**src/rtl/mb_load_sched_pkg.sv**
```systemverilog
// Shared definitions for the macroblock load scheduler: FSM state encoding and
// default counter widths.
package mb_load_sched_pkg;

  localparam int DEF_MB_W_BITS = 8;
  localparam int DEF_MB_H_BITS = 8;

  typedef enum logic [1:0] {
    ST_IDLE  = 2'd0,
    ST_RUN   = 2'd1,
    ST_DRAIN = 2'd2
  } state_t;

endpackage

```
**src/rtl/mb_load_sched_raster_cnt.sv**
```systemverilog
// Raster-order macroblock position counter: x wraps at width-1 and bumps y.
// o_last flags the bottom-right MB of the configured frame.
module mb_raster_cnt #(
  parameter int W_BITS = 8,
  parameter int H_BITS = 8
) (
  input  logic              clk,
  input  logic              rst_n,
  input  logic              i_clear,
  input  logic              i_step,
  input  logic [W_BITS-1:0] i_cfg_w,
  input  logic [H_BITS-1:0] i_cfg_h,
  output logic [W_BITS-1:0] o_x,
  output logic [H_BITS-1:0] o_y,
  output logic              o_last
);

  localparam logic [W_BITS-1:0] ONE_X = W_BITS'(1);
  localparam logic [H_BITS-1:0] ONE_Y = H_BITS'(1);

  logic [W_BITS-1:0] r_x;
  logic [H_BITS-1:0] r_y;
  logic              w_x_end;
  logic              w_y_end;

  assign w_x_end = (r_x == (i_cfg_w - ONE_X));
  assign w_y_end = (r_y == (i_cfg_h - ONE_Y));

  always_ff @(posedge clk) begin
    if (!rst_n || i_clear) begin
      r_x <= '0;
      r_y <= '0;
    end else if (i_step) begin
      if (w_x_end) begin
        r_x <= '0;
        r_y <= w_y_end ? '0 : (r_y + ONE_Y);
      end else begin
        r_x <= r_x + ONE_X;
      end
    end
  end

  assign o_x    = r_x;
  assign o_y    = r_y;
  assign o_last = w_x_end && w_y_end;

endmodule

```
**src/rtl/mb_load_sched.sv**
```systemverilog
// Raster-order MB scheduler: overlaps loading MB n+1 with encoding MB n, one MB
// buffered ahead at most. Define MB_LOAD_TMO_EN to add the load watchdog (load_tmo_o).
module mb_load_sched
  import mb_load_sched_pkg::*;
#(
  parameter int MB_W_BITS = DEF_MB_W_BITS,
  parameter int MB_H_BITS = DEF_MB_H_BITS
`ifdef MB_LOAD_TMO_EN
  ,
  parameter int TMO_BITS = 12
`endif
) (
  input  logic                 clk,
  input  logic                 rst_n,
  input  logic                 start_i,
  input  logic [MB_W_BITS-1:0] mb_w_i,
  input  logic [MB_H_BITS-1:0] mb_h_i,
  output logic                 load_start_o,
  input  logic                 load_done_i,
  output logic                 mb_switch_o,
  input  logic                 pipe_done_i,
  output logic [MB_W_BITS-1:0] mb_x_o,
  output logic [MB_H_BITS-1:0] mb_y_o,
  output logic                 busy_o,
  output logic                 frame_done_o
`ifdef MB_LOAD_TMO_EN
  ,
  output logic                 load_tmo_o
`endif
);

  state_t               r_state;
  logic [MB_W_BITS-1:0] r_cfg_w;
  logic [MB_H_BITS-1:0] r_cfg_h;
  logic                 r_ld_pend;
  logic                 r_buf_full;
  logic                 r_pipe_busy;
  logic                 r_loads_left;
  logic                 r_load_start;
  logic                 r_mb_switch;
  logic                 r_busy;
  logic                 r_frame_done;
  logic [MB_W_BITS-1:0] r_mb_x;
  logic [MB_H_BITS-1:0] r_mb_y;

  logic                 w_accept;
  logic                 w_ld_done;
  logic                 w_pipe_done;
  logic                 w_loaded;
  logic                 w_issue;
  logic                 w_switch;
  logic [MB_W_BITS-1:0] w_ld_x;
  logic [MB_H_BITS-1:0] w_ld_y;
  logic                 w_ld_last;
  logic [MB_W_BITS-1:0] w_sw_x;
  logic [MB_H_BITS-1:0] w_sw_y;
  logic                 w_sw_last;
  logic                 w_unused;

  assign w_accept    = (r_state == ST_IDLE) && start_i && (mb_w_i != '0) && (mb_h_i != '0);
  assign w_ld_done   = load_done_i && r_ld_pend;
  assign w_pipe_done = pipe_done_i && r_pipe_busy;
  // A load finishing this cycle can be switched straight away, without a buffered bubble.
  assign w_loaded    = r_buf_full || w_ld_done;
  assign w_issue     = (r_state == ST_RUN) && !r_ld_pend && !r_buf_full && r_loads_left && !r_load_start;
  assign w_switch    = (r_state == ST_RUN) && w_loaded && (!r_pipe_busy || w_pipe_done);

  mb_raster_cnt #(.W_BITS(MB_W_BITS), .H_BITS(MB_H_BITS)) u_ld_pos (
    .clk     (clk),
    .rst_n   (rst_n),
    .i_clear (w_accept),
    .i_step  (w_issue),
    .i_cfg_w (r_cfg_w),
    .i_cfg_h (r_cfg_h),
    .o_x     (w_ld_x),
    .o_y     (w_ld_y),
    .o_last  (w_ld_last)
  );

  mb_raster_cnt #(.W_BITS(MB_W_BITS), .H_BITS(MB_H_BITS)) u_sw_pos (
    .clk     (clk),
    .rst_n   (rst_n),
    .i_clear (w_accept),
    .i_step  (w_switch),
    .i_cfg_w (r_cfg_w),
    .i_cfg_h (r_cfg_h),
    .o_x     (w_sw_x),
    .o_y     (w_sw_y),
    .o_last  (w_sw_last)
  );

  // Only the last-MB flag of the load position matters; the loader tracks its own address.
  assign w_unused = ^{w_ld_x, w_ld_y};

`ifdef MB_LOAD_TMO_EN
  localparam logic [TMO_BITS-1:0] TMO_ONE = TMO_BITS'(1);
  localparam logic [TMO_BITS-1:0] TMO_HIT = {TMO_BITS{1'b1}} - TMO_ONE;

  logic [TMO_BITS-1:0] r_tmo_cnt;
  logic                r_load_tmo;
  logic                w_tmo_hit;

  assign w_tmo_hit  = r_ld_pend && !load_done_i && (r_tmo_cnt == TMO_HIT);
  assign load_tmo_o = r_load_tmo;
`endif

  always_ff @(posedge clk) begin
    if (!rst_n) begin
      r_state      <= ST_IDLE;
      r_cfg_w      <= '0;
      r_cfg_h      <= '0;
      r_ld_pend    <= 1'b0;
      r_buf_full   <= 1'b0;
      r_pipe_busy  <= 1'b0;
      r_loads_left <= 1'b0;
      r_load_start <= 1'b0;
      r_mb_switch  <= 1'b0;
      r_busy       <= 1'b0;
      r_frame_done <= 1'b0;
      r_mb_x       <= '0;
      r_mb_y       <= '0;
`ifdef MB_LOAD_TMO_EN
      r_tmo_cnt    <= '0;
      r_load_tmo   <= 1'b0;
`endif
    end else begin
      r_load_start <= 1'b0;
      r_mb_switch  <= 1'b0;
      r_frame_done <= 1'b0;

      if (w_issue) begin
        r_load_start <= 1'b1;
        r_ld_pend    <= 1'b1;
        if (w_ld_last) r_loads_left <= 1'b0;
      end
      if (w_ld_done) r_ld_pend <= 1'b0;

      if (w_switch)       r_buf_full <= 1'b0;
      else if (w_ld_done) r_buf_full <= 1'b1;

      if (w_switch)         r_pipe_busy <= 1'b1;
      else if (w_pipe_done) r_pipe_busy <= 1'b0;

      if (w_switch) begin
        r_mb_switch <= 1'b1;
        r_mb_x      <= w_sw_x;
        r_mb_y      <= w_sw_y;
      end

      case (r_state)
        ST_IDLE: begin
          if (w_accept) begin
            r_state      <= ST_RUN;
            r_busy       <= 1'b1;
            r_cfg_w      <= mb_w_i;
            r_cfg_h      <= mb_h_i;
            r_ld_pend    <= 1'b0;
            r_buf_full   <= 1'b0;
            r_pipe_busy  <= 1'b0;
            r_loads_left <= 1'b1;
          end
        end
        ST_RUN: begin
          if (w_switch && w_sw_last) r_state <= ST_DRAIN;
        end
        ST_DRAIN: begin
          if (w_pipe_done) begin
            r_state      <= ST_IDLE;
            r_busy       <= 1'b0;
            r_frame_done <= 1'b1;
          end
        end
        default: r_state <= ST_IDLE;
      endcase

`ifdef MB_LOAD_TMO_EN
      // Watchdog abort: the frame is dropped without frame_done.
      r_load_tmo <= 1'b0;
      if (!r_ld_pend || w_ld_done) r_tmo_cnt <= '0;
      else                         r_tmo_cnt <= r_tmo_cnt + TMO_ONE;
      if (w_tmo_hit) begin
        r_load_tmo   <= 1'b1;
        r_state      <= ST_IDLE;
        r_busy       <= 1'b0;
        r_ld_pend    <= 1'b0;
        r_buf_full   <= 1'b0;
        r_pipe_busy  <= 1'b0;
        r_loads_left <= 1'b0;
        r_tmo_cnt    <= '0;
      end
`endif
    end
  end

  assign load_start_o = r_load_start;
  assign mb_switch_o  = r_mb_switch;
  assign mb_x_o       = r_mb_x;
  assign mb_y_o       = r_mb_y;
  assign busy_o       = r_busy;
  assign frame_done_o = r_frame_done;

endmodule

```
**config.mk**
```make
export PLATFORM = sky130hd
export DESIGN_NAME = mb_load_sched
export DESIGN_NICKNAME = d
export VERILOG_FILES = /design/src/rtl/mb_load_sched_pkg.sv /design/src/rtl/mb_load_sched_raster_cnt.sv /design/src/rtl/mb_load_sched.sv
export SDC_FILE = /design/constraint.sdc
export NUM_CORES = 1
export LEC_CHECK = 0
export BUFFER_PORTS_ARGS = -buffer_cell sky130_fd_sc_hd__buf_2
export CAP_MARGIN = 20
export CORE_ASPECT_RATIO = 0.6
export CORE_MARGIN = 4
export CORE_UTILIZATION = 54
export DETAILED_ROUTE_END_ITERATION = 10
export GPL_ROUTABILITY_DRIVEN = 0
export PLACE_DENSITY = 0.83
export SLEW_MARGIN = 10
export SYNTH_ARGS = -nofsm -noshare
export SYNTH_HDL_FRONTEND = slang
export SYNTH_HIERARCHICAL = 1
export SYNTH_SLANG_ARGS = --single-unit
```
**constraint.sdc**
```tcl
create_clock -name clk -period 2.6 [get_ports clk]
set_clock_uncertainty 0.2 [all_clocks]
set_input_delay 0.13 -clock clk [delete_from_list [all_inputs] [get_ports clk]]
set_output_delay 0.13 -clock clk [all_outputs]
set_load 0.005 [all_outputs]
```
* Word-level counts from Yosys, hierarchy flattened
Index checks and enable logic that the tools add are counted.
Cells by class: add/subtract/negate cells 6, equal/unequal tests 9, multiplexer cells 30, reduce and logical (&&, ||, !) cells 32
Operators by type and width (number):
- 8-bit by 1-bit adder with 8-bit output, second input constant | 4
- 8-bit equality test | 4
- 8-bit two-way mux | 4
- 1-bit two-way mux | 21
- 8-bit nonzero test | 2
- 8-bit by 1-bit subtractor with 8-bit output, second input constant | 2
- 1-bit logical AND | 14
- 2-bit AND reduction | 4
- 2-bit two-way mux | 3
- 2-bit one-hot mux with 3 select lines | 1
- 3-bit AND reduction | 2
- 1-bit logical NOT | 5
- 2-bit by 1-bit inequality test with 1-bit output, second input constant | 2
- 1-bit logical OR | 3
- 2-bit by 1-bit equality test with 1-bit output, second input constant | 1
- 2-bit equality test, second input constant | 1
- 2-bit logical NOT | 1
- 2-bit inequality test, second input constant | 1
- 1-bit one-hot mux with 2 select lines | 1
- 2-bit nonzero test | 1
Storage, ports and cells: register bits after elaboration 74, input port bits 21, output and inout port bits 20, word-level logic and storage cells 94

* Depth between registers and ports, before layout
Gate-level depths: netlist of the first run.
word-level depth 9, gate-level depth with buffers 11

* Hierarchy
The synthesis of the first run kept the hierarchy.
By module, submodules not included:
- mb_raster_cnt | instances 2, cells each 160, area an instance 1275.0 µm²
- mb_load_sched | instances 1, cells each 168, area an instance 1696.6 µm²

* Worst setup path after synthesis of the first run
No wires, ideal clock.
path type reg2reg, start reg r_ld_pend, end reg u_sw_pos.r_y[7], in the netlist u_sw_pos/o_y[7], library setup time 86 ps, arrival 2167 ps, required time 2314 ps, path slack 148 ps, stages on the path, launching flop included 10, path buffers 2, period minus slack after synthesis 2452 ps, cell sequence dfxtp_1 > a21oi_1 > nor3_2 > buf_4 > clkbuf_1 > and4_1 > and2_1 > nand4_1 > or3_1 > a211oi_1
Between the ends: longest elaborated chain between the ends 5
Ends and longest elaborated chain:
- start, declared | line mb_load_sched.sv:35 | logic r_ld_pend;
- start signal, assigned | line mb_load_sched.sv:112 | r_ld_pend <= 1'b0;
- start signal, assigned | line mb_load_sched.sv:133 | r_ld_pend <= 1'b1;
- start signal, assigned | line mb_load_sched.sv:136 | if (w_ld_done) r_ld_pend <= 1'b0;
- 1-bit logical AND | line mb_load_sched.sv:61 | assign w_ld_done = load_done_i && r_ld_pend;
- 1-bit logical OR | line mb_load_sched.sv:64 | assign w_loaded = r_buf_full || w_ld_done;
- 1-bit logical AND (2 in series) | line mb_load_sched.sv:66 | assign w_switch = (r_state == ST_RUN) && w_loaded && (!r_pipe_busy || w_pipe_done);
- via w_switch | line mb_load_sched.sv:51 | logic w_switch;
- 2-bit AND reduction (no line)
- end signal, assigned | line mb_load_sched_raster_cnt.sv:36 | r_y <= w_y_end ? '0 : (r_y + ONE_Y);
- end, declared | line mb_load_sched_raster_cnt.sv:22 | logic [H_BITS-1:0] r_y;
The timed path passes the listed nets, and every way through them passes these cells. A chain may end at the register's enable or synchronous reset.

* Worst setup path in the final report of the first run
start reg r_cfg_w[0], end reg u_ld_pos.r_y[2], in the netlist u_ld_pos/o_y[2]
Between the ends: longest elaborated chain between the ends 3
Ends and longest elaborated chain:
- start, declared | line mb_load_sched.sv:33 | logic [MB_W_BITS-1:0] r_cfg_w;
- start signal, assigned | line mb_load_sched.sv:155 | r_cfg_w <= mb_w_i;
- 8-bit by 1-bit subtractor with 8-bit output | line mb_load_sched_raster_cnt.sv:26 | assign w_x_end = (r_x == (i_cfg_w - ONE_X));
- 8-bit equality test | line mb_load_sched_raster_cnt.sv:26
- 2-bit AND reduction (no line)
- end signal, assigned | line mb_load_sched_raster_cnt.sv:36
- end, declared | line mb_load_sched_raster_cnt.sv:22
No other way between the ends.

==> results of run 1 <==
-- registers in the layout (all words and copies together) (netlist names), 2 cells and up --
name / count
mb_x_o: 8
mb_y_o: 8
u_ld_pos/o_y: 8
r_state: 2
u_ld_pos/o_x: 8
u_sw_pos/o_y: 8
r_cfg_w: 8
u_sw_pos/o_x: 8
r_cfg_h: 8
-- kinds of logic (layout without fill, tap and decap cells) --
logic type	after synthesis	count (layout)	synth area share
AO/OA/AOI/OAI	55	55	0.0810
multiplexers	38	38	0.0896
buffers and inverters	35	110	0.0395
XOR/XNOR	54	54	0.111
flip-flops	74	74	0.349
adder cells (fa/ha/maj)	8	8	0.0236
AND/OR/NAND/NOR	224	224	0.306
-- worst register-to-register path: stages, from the launching register on --
cell and delay (ps):
dfxtp_1 320, buf_4 160, or4_4 570, nor2_4 120
nand4b_1 170, nand3_4 180, buf_4 130, nand4_1 240
o21ai_0 320, a21oi_1 100
-- cell usage in the layout (no fill, tap or decap), types with 4 or more instances in the layout --
cell	Yosys	routed
a211oi_1	8	5
a21oi_1	13	13
and2_1	6	6
and3_1	4	4
and4_1	5	5
buf_2	2	40
buf_4	2	26
clkbuf_16	0	9
dfxtp_1	74	71
dlygate4sd3_1	0	19
ha_1	8	6
inv_1	10	10
mux2i_1	38	38
nand2_1	63	63
nand2b_1	6	5
nand3_1	14	13
nand4_1	12	12
nand4b_1	6	6
nor2_1	25	22
nor2b_1	19	19
nor3_1	20	20
nor4_1	12	8
nor4_2	1	4
o21ai_0	16	15
xnor2_1	18	18
xor2_1	36	36
-- per-layer routing --
| layer | up-vias | GRT usage |
|---|---|---|
| met1 | 1878 | 0.329 |
| li1 | 1871 | - |
| met4 | 0 | 0.0693 |
| met3 | 18 | 0.0581 |
| met5 | - | 0 |
| met2 | 156 | 0.363 |
-- power breakdown --
part	internal [mW]	switching, mW	total [mW]
clock	0.814	0.451	1.27
sequential	1.16	0.0481	1.21
combinational	0.202	0.242	0.444
total	2.17	0.741	2.92
-- worst min-delay path by stage --
| stage | startpoint | endpoint | slack (ps) | depth (start not counted) |
|---|---|---|---|---|
| after global placement | mb_h_i[5] | r_cfg_h[5] | 190 | 3 |
| final | rst_n | r_cfg_h[2] | 10 | 3 |
| after detailed placement | mb_w_i[5] | r_cfg_w[5] | 200 | 3 |
| after global routing | rst_n | r_cfg_h[2] | 30 | 3 |
| after floorplan | mb_h_i[2] | r_cfg_h[2] | 70 | 2 |
| after CTS | rst_n | r_cfg_h[2] | 3 | 3 |
-- repair_timing --
| action | CTS | global route |
|---|---|---|
| pin swaps | 1 | 11 |
| cloned | 0 | 0 |
| resized for setup | 2 | 27 |
| setup endpoints to repair | 8 | 19 |
| endpoints found under the hold margin | 20 | 0 |
| hold buffers | 19 | 0 |
| buffers inserted | 1 | 11 |
-- layout make-up --
cell class / count / area, um^2
Clock buffer: 13 / 270
Sequential cell: 74 / 1490
Tap cell: 104 / 130
Timing Repair Buffer: 85 / 586
Fill cell: 601 / 2180
Clock inverter: 2 / 35.0
Multi-Input combinational cell: 379 / 2720
Inverter: 10 / 37.5
-- per-stage QoR --
stage / utilization / power (mW) / area (um^2)
after floorplan: - / 1.51 / 4250
after global placement: 0.612 / 1.59 / 4560
after detailed placement: 0.612 / 1.60 / 4560
after CTS: 0.681 / 2.89 / 5070
after global routing: 0.707 / 3.03 / 5270
final: 0.707 / 2.92 / 5270
==> impl_metrics.py, run 1 <==
metrics = {
    "critical_path": {
        "crit_start": "r_cfg_w[0]",
        "critPathArrivalTime_ps": 2640,
        "critPathSlowestCell": "or4_4",
        "critical_path.max_stage_delay_ps": 560,
        "critPathCaptureType": "register",
        "rrSetupSlack_ps": -30,
        "cp_top_family": "simple AND/OR/NAND/NOR gates",
        "cp.buffers_inverters": 2,
        "start_kind": "register",
        "path_max_fanout": 7,
        "crit_cells": 9,
        "path_class": "reg2reg",
        "crit_required_ps": 2600,
        "rr_endpoint": "u_ld_pos/o_y[2]",
        "critPathCapture": "u_ld_pos/o_y[2]",
        "critical_path.cell_chain": "buf_4, or4_4, nor2_4, nand4b_1, nand3_4, buf_4, nand4_1, o21ai_0, a21oi_1",
        "timing.rr.start": "r_cfg_w[0]",
        "crit_top_cell": "buf_4",
        "r2r.worst_path.cells": 9,
    },
    "route": {
        "wire_per_inst_um": 16.7,
        "wirelength_um": 11100,
        "dr_wl_met2_um": 5160,
        "top_layer": "met4",
        "vias": 3923,
        "avgViaCountPerCell": 5.88,
        "drc": 0,
        "wl_met1_um": 5160,
        "route.antenna.remaining_nets": 0,
        "dr_wl_met3_um": 647,
        "drt-initial-drc-count": 381,
        "dr.pass1.iters": 5,
    },
    "run_status": {
        "status": "finished with violations",
        "violations": "negative setup slack",
    },
    "sta": {
        "fmax_mhz": 380,
        "relSlewSlack": 0.582,
        "min_period_ps": 2630,
        "holdWs_ps": 14.8,
        "setup_ws_ps": -32.3,
        "slew_viol_final": 0,
        "setup_viol": 1,
        "fin_crit_sh": 1.01,
        "tns_ps": -32.3,
        "finalHoldViolCount": 0,
        "tightest_slew_ps": 622,
    },
    "yosys": {
        "ys_ff_latch": 74,
        "synth_top_area_share": 0.349,
        "synth_edf_count": 0,
        "synth_most_common_cell": "dfxtp_1",
        "seq_area_frac_synth": 0.349,
        "yosysWarnings": 6,
        "async_reset_ff_frac": 0,
        "synth_commonest_cells": "dfxtp_1 (74), nand2_1 (63), mux2i_1 (38)",
        "synth_cell_types": 53,
        "synth_ff_type": "dfxtp_1",
        "synth_nets": 517,
        "synth_area_per_cell_um2": 8.70,
        "synth_area_leaders": "dfxtp_1 (35%), mux2i_1 (9.0%), xor2_1 (7.4%)",
        "syn_area_um2": 4250,
        "syn_inst": 488,
        "yosysTopAreaCell": "dfxtp_1",
    },
    "global_route": {
        "first_global_vias": 3611,
        "grtUsageTotal": 0.237,
        "grt_pass1_wl_um": 17900,
        "grt_remaining_overflow": 0,
        "antenna_found_initial": 0,
        "grt_max_degree": 43,
    },
    "floorplan": {
        "fp.dieH_um": 76.7,
        "start_util": 0.570,
        "rows": 24,
        "floorplan.die_area_um2": 9390,
        "core_area_um2": 7450,
        "pin_count": 41,
        "die_x_um": 122,
    },
    "power_and_ir_drop": {
        "leakagePower_nw": 2.01,
        "powerDensity_nw_per_um2": 554,
        "vdd.ir_drop.worst_v": 0.000372,
    },
    "clock_network": {
        "cts_made_buffers": 9,
        "clkTransAtPathRegs_ps": 50,
        "tritoncts": "built",
        "cts_htree_levels": 3,
        "clkLatencyLatePin_ps": 330,
        "cts.sinks": 74,
        "clk_root_buffer_cell": "clkbuf_16",
        "clockBufferDepth": 2,
    },
    "layout": {
        "diodes": 0,
        "synthToLayoutAreaGrowth_pct": 24.0,
        "finalNonFillerCells": 667,
        "nNetsFinal": 588,
        "drive_gt1_frac": 0.218,
    },
    "place": {
        "post-place-ws_ps": -53.3,
        "hpwl_um": 7410,
        "dp.cells": 621,
        "port_buffers": 40,
    },
    "run": {
        "max_cap_violations": 0,
    },
    "hold_path": {
        "hold_class": "in2reg",
    },
}
No activity file was read; power rests on OpenSTA's default activity.
==> inputs of run 2 (changes only) <==
- PLACE_DENSITY: 0.83 -> 0.77
==> run 2 against run 1 <==
Effect of this change:
- the flow now finishes without violations
- sequential cell count did not move
- design area fell by 0.14%
- via count fell by 1.2%
- count of clock-buffer cells in the layout fell by 3
- register-to-register slack improved by 80 ps
- final cell count fell by 0.15%
- core utilization fell by 0.10 points
- die area did not move
- clock power rose by 8%
- largest cell class unchanged
- largest power group unchanged
- highest routed layer unchanged
==> impl_metrics.py, run 2 (synthesis gave the netlist of run 1 again) <==
metrics = {
    "clock_network": {
        "clkTransAtPathRegs_ps": 60,
        "clk_root_buffer_cell": "clkbuf_16",
        "cts_made_buffers": 9,
        "clkLatencyLatePin_ps": 350,
        "clockBufferDepth": 2,
        "cts.sinks": 74,
        "cts_htree_levels": 3,
        "tritoncts": "built",
    },
    "sta": {
        "setup_viol": 0,
        "slew_viol_final": 0,
        "relSlewSlack": 0.663,
        "tightest_slew_ps": 505,
        "tns_ps": 0,
        "finalHoldViolCount": 0,
        "min_period_ps": 2550,
        "fmax_mhz": 392,
        "fin_crit_sh": 0.981,
        "rsz0062_at_grt": "true",
    },
    "critical_path": {
        "timing.rr.start": "r_cfg_w[0]",
        "critPathArrivalTime_ps": 2610,
        "critPathSlowestCell": "or4_4",
        "path_class": "reg2reg",
        "crit_required_ps": 2660,
        "cp_top_family": "simple AND/OR/NAND/NOR gates",
        "critPathCaptureType": "register",
        "path_max_fanout": 6,
        "start_kind": "register",
        "critical_path.cell_chain": "buf_4, or4_4, nor2_2, nand4b_1, nand3_4, nand3_4, or3_4, a211oi_2",
        "critical_path.max_stage_delay_ps": 540,
        "crit_top_cell": "nand3_4",
        "crit_start": "r_cfg_w[0]",
        "cp.buffers_inverters": 1,
    },
    "global_route": {
        "grt_remaining_overflow": 0,
        "grt_max_degree": 43,
        "first_global_vias": 3746,
        "grt_pass1_wl_um": 18400,
        "grtUsageTotal": 0.245,
        "antenna_found_initial": 0,
    },
    "route": {
        "vias": 3877,
        "wire_per_inst_um": 17.2,
        "route.antenna.remaining_nets": 0,
        "drc": 0,
        "wirelength_um": 11500,
        "drt-initial-drc-count": 268,
        "dr.pass1.iters": 6,
        "avgViaCountPerCell": 5.82,
    },
    "layout": {
        "fill_cells": 564,
        "nNetsFinal": 586,
        "diodes": 0,
        "layout_common_cells": "dfxtp_1 (69), nand2_1 (63), buf_2 (40), mux2i_1 (38), xor2_1 (36)",
        "finish.utilization": 0.706,
        "synthToLayoutAreaGrowth_pct": 23.9,
        "drive_gt1_frac": 0.221,
        "final_common_cell": "dfxtp_1",
    },
    "power_and_ir_drop": {
        "leakagePower_nw": 2.01,
        "intPower_mw": 2.24,
        "p_switching_uw": 797,
        "p_comb_frac": 0.150,
        "powerDensity_nw_per_um2": 577,
        "swShare": 0.263,
        "p_clk_frac": 0.452,
        "p_seq_frac": 0.398,
        "vdd.ir_drop.worst_v": 0.000382,
    },
    "floorplan": {
        "floorplan.die_area_um2": 9390,
        "core_area_um2": 7450,
        "rows": 24,
        "fp.dieH_um": 76.7,
        "start_util": 0.570,
        "die_x_um": 122,
        "pin_count": 41,
    },
    "run_status": {
        "status": "complete, no violations",
    },
    "place": {
        "port_buffers": 40,
        "hpwl_um": 7650,
    },
    "run": {
        "max_cap_violations": 0,
    },
    "hold_path": {
        "worstHoldStart": "rst_n",
        "hold_class": "in2reg",
    },
}
run 2: cell types whose count changed in the layout (fill, tap and decap cells not counted), moves of 2 or more:
| cell | previous run | this run |
|---|---|---|
| clkbuf_8 | 3 | 1 |
| dfxtp_2 | 3 | 5 |
| nor2_4 | 3 | 1 |
| dfxtp_1 | 71 | 69 |
| clkinv_4 | 0 | 2 |
run 2: power by group through the flow:
stage                     Combinational (mW)  Clock [mW]  Sequential (mW)
after global routing                   0.493        1.44             1.21
after floorplan                        0.301           0             1.21
after global placement                 0.366           0             1.23
after CTS                              0.406        1.38             1.20
after detailed placement               0.379           0             1.23
final                                  0.455        1.37             1.21
run 2: per-layer routing:
| layer | vias to the layer above | GRT usage | routed length (um) |
|---|---|---|---|
| met5 | - | 0 | 0 |
| met4 | 0 | 0.0838 | 191 |
| met3 | 22 | 0.0772 | 796 |
| met2 | 128 | 0.365 | 5130 |
| met1 | 1857 | 0.333 | 5370 |
| li1 | 1870 | - | - |
run 2: final timing paths:
kind	cells after the start	slack [ps]	end
worst max-delay path	8	50	u_ld_pos/o_y[7]
worst min-delay path	3	30	r_cfg_h[0]
worst max register to register	8	50	u_ld_pos/o_y[7]
worst min register to register	2	300	u_ld_pos/o_y[1]
run 2: layout make-up:
class / count / area (um^2) / share of cell area
Clock buffer: 10 / 239 / 0.0454
Clock inverter: 6 / 90.1 / 0.0171
Inverter: 10 / 37.5 / 0.00714
Multi-Input combinational cell: 379 / 2710 / 0.515
Sequential cell: 74 / 1490 / 0.283
Tap cell: 104 / 130 / 0.0247
Timing Repair Buffer: 83 / 568 / 0.108
run 2: repair_timing:
| item | 4_1_cts | 5_1_grt |
|---|---|---|
| gates cloned | 0 | 0 |
| endpoints found under the setup margin | 5 | 26 |
| setup buffers | 1 | 9 |
| resized for setup | 3 | 26 |
| hold buffers | 18 | 0 |
| endpoints found under the hold margin | 20 | 0 |
| pin swaps | 2 | 6 |
run 2: metrics by stage:
stage,hold slack [ps],area [um^2],worst slack [ps],power [mW],cells
2_1_floorplan,72.1,4250,148,1.51,488
3_3_place_gp,194,4570,76.2,1.59,622
3_5_place_dp,200,4570,-66.4,1.61,622
4_1_cts,25.9,5100,22.2,2.99,657
5_1_grt,69.8,5260,-73.6,3.14,666
6_report,32.0,5260,49.6,3.03,666
run 2: worst min-delay path, stage by stage:
cell	delay [ps]
buf_2	220
nand2_1	120
mux2i_1	60
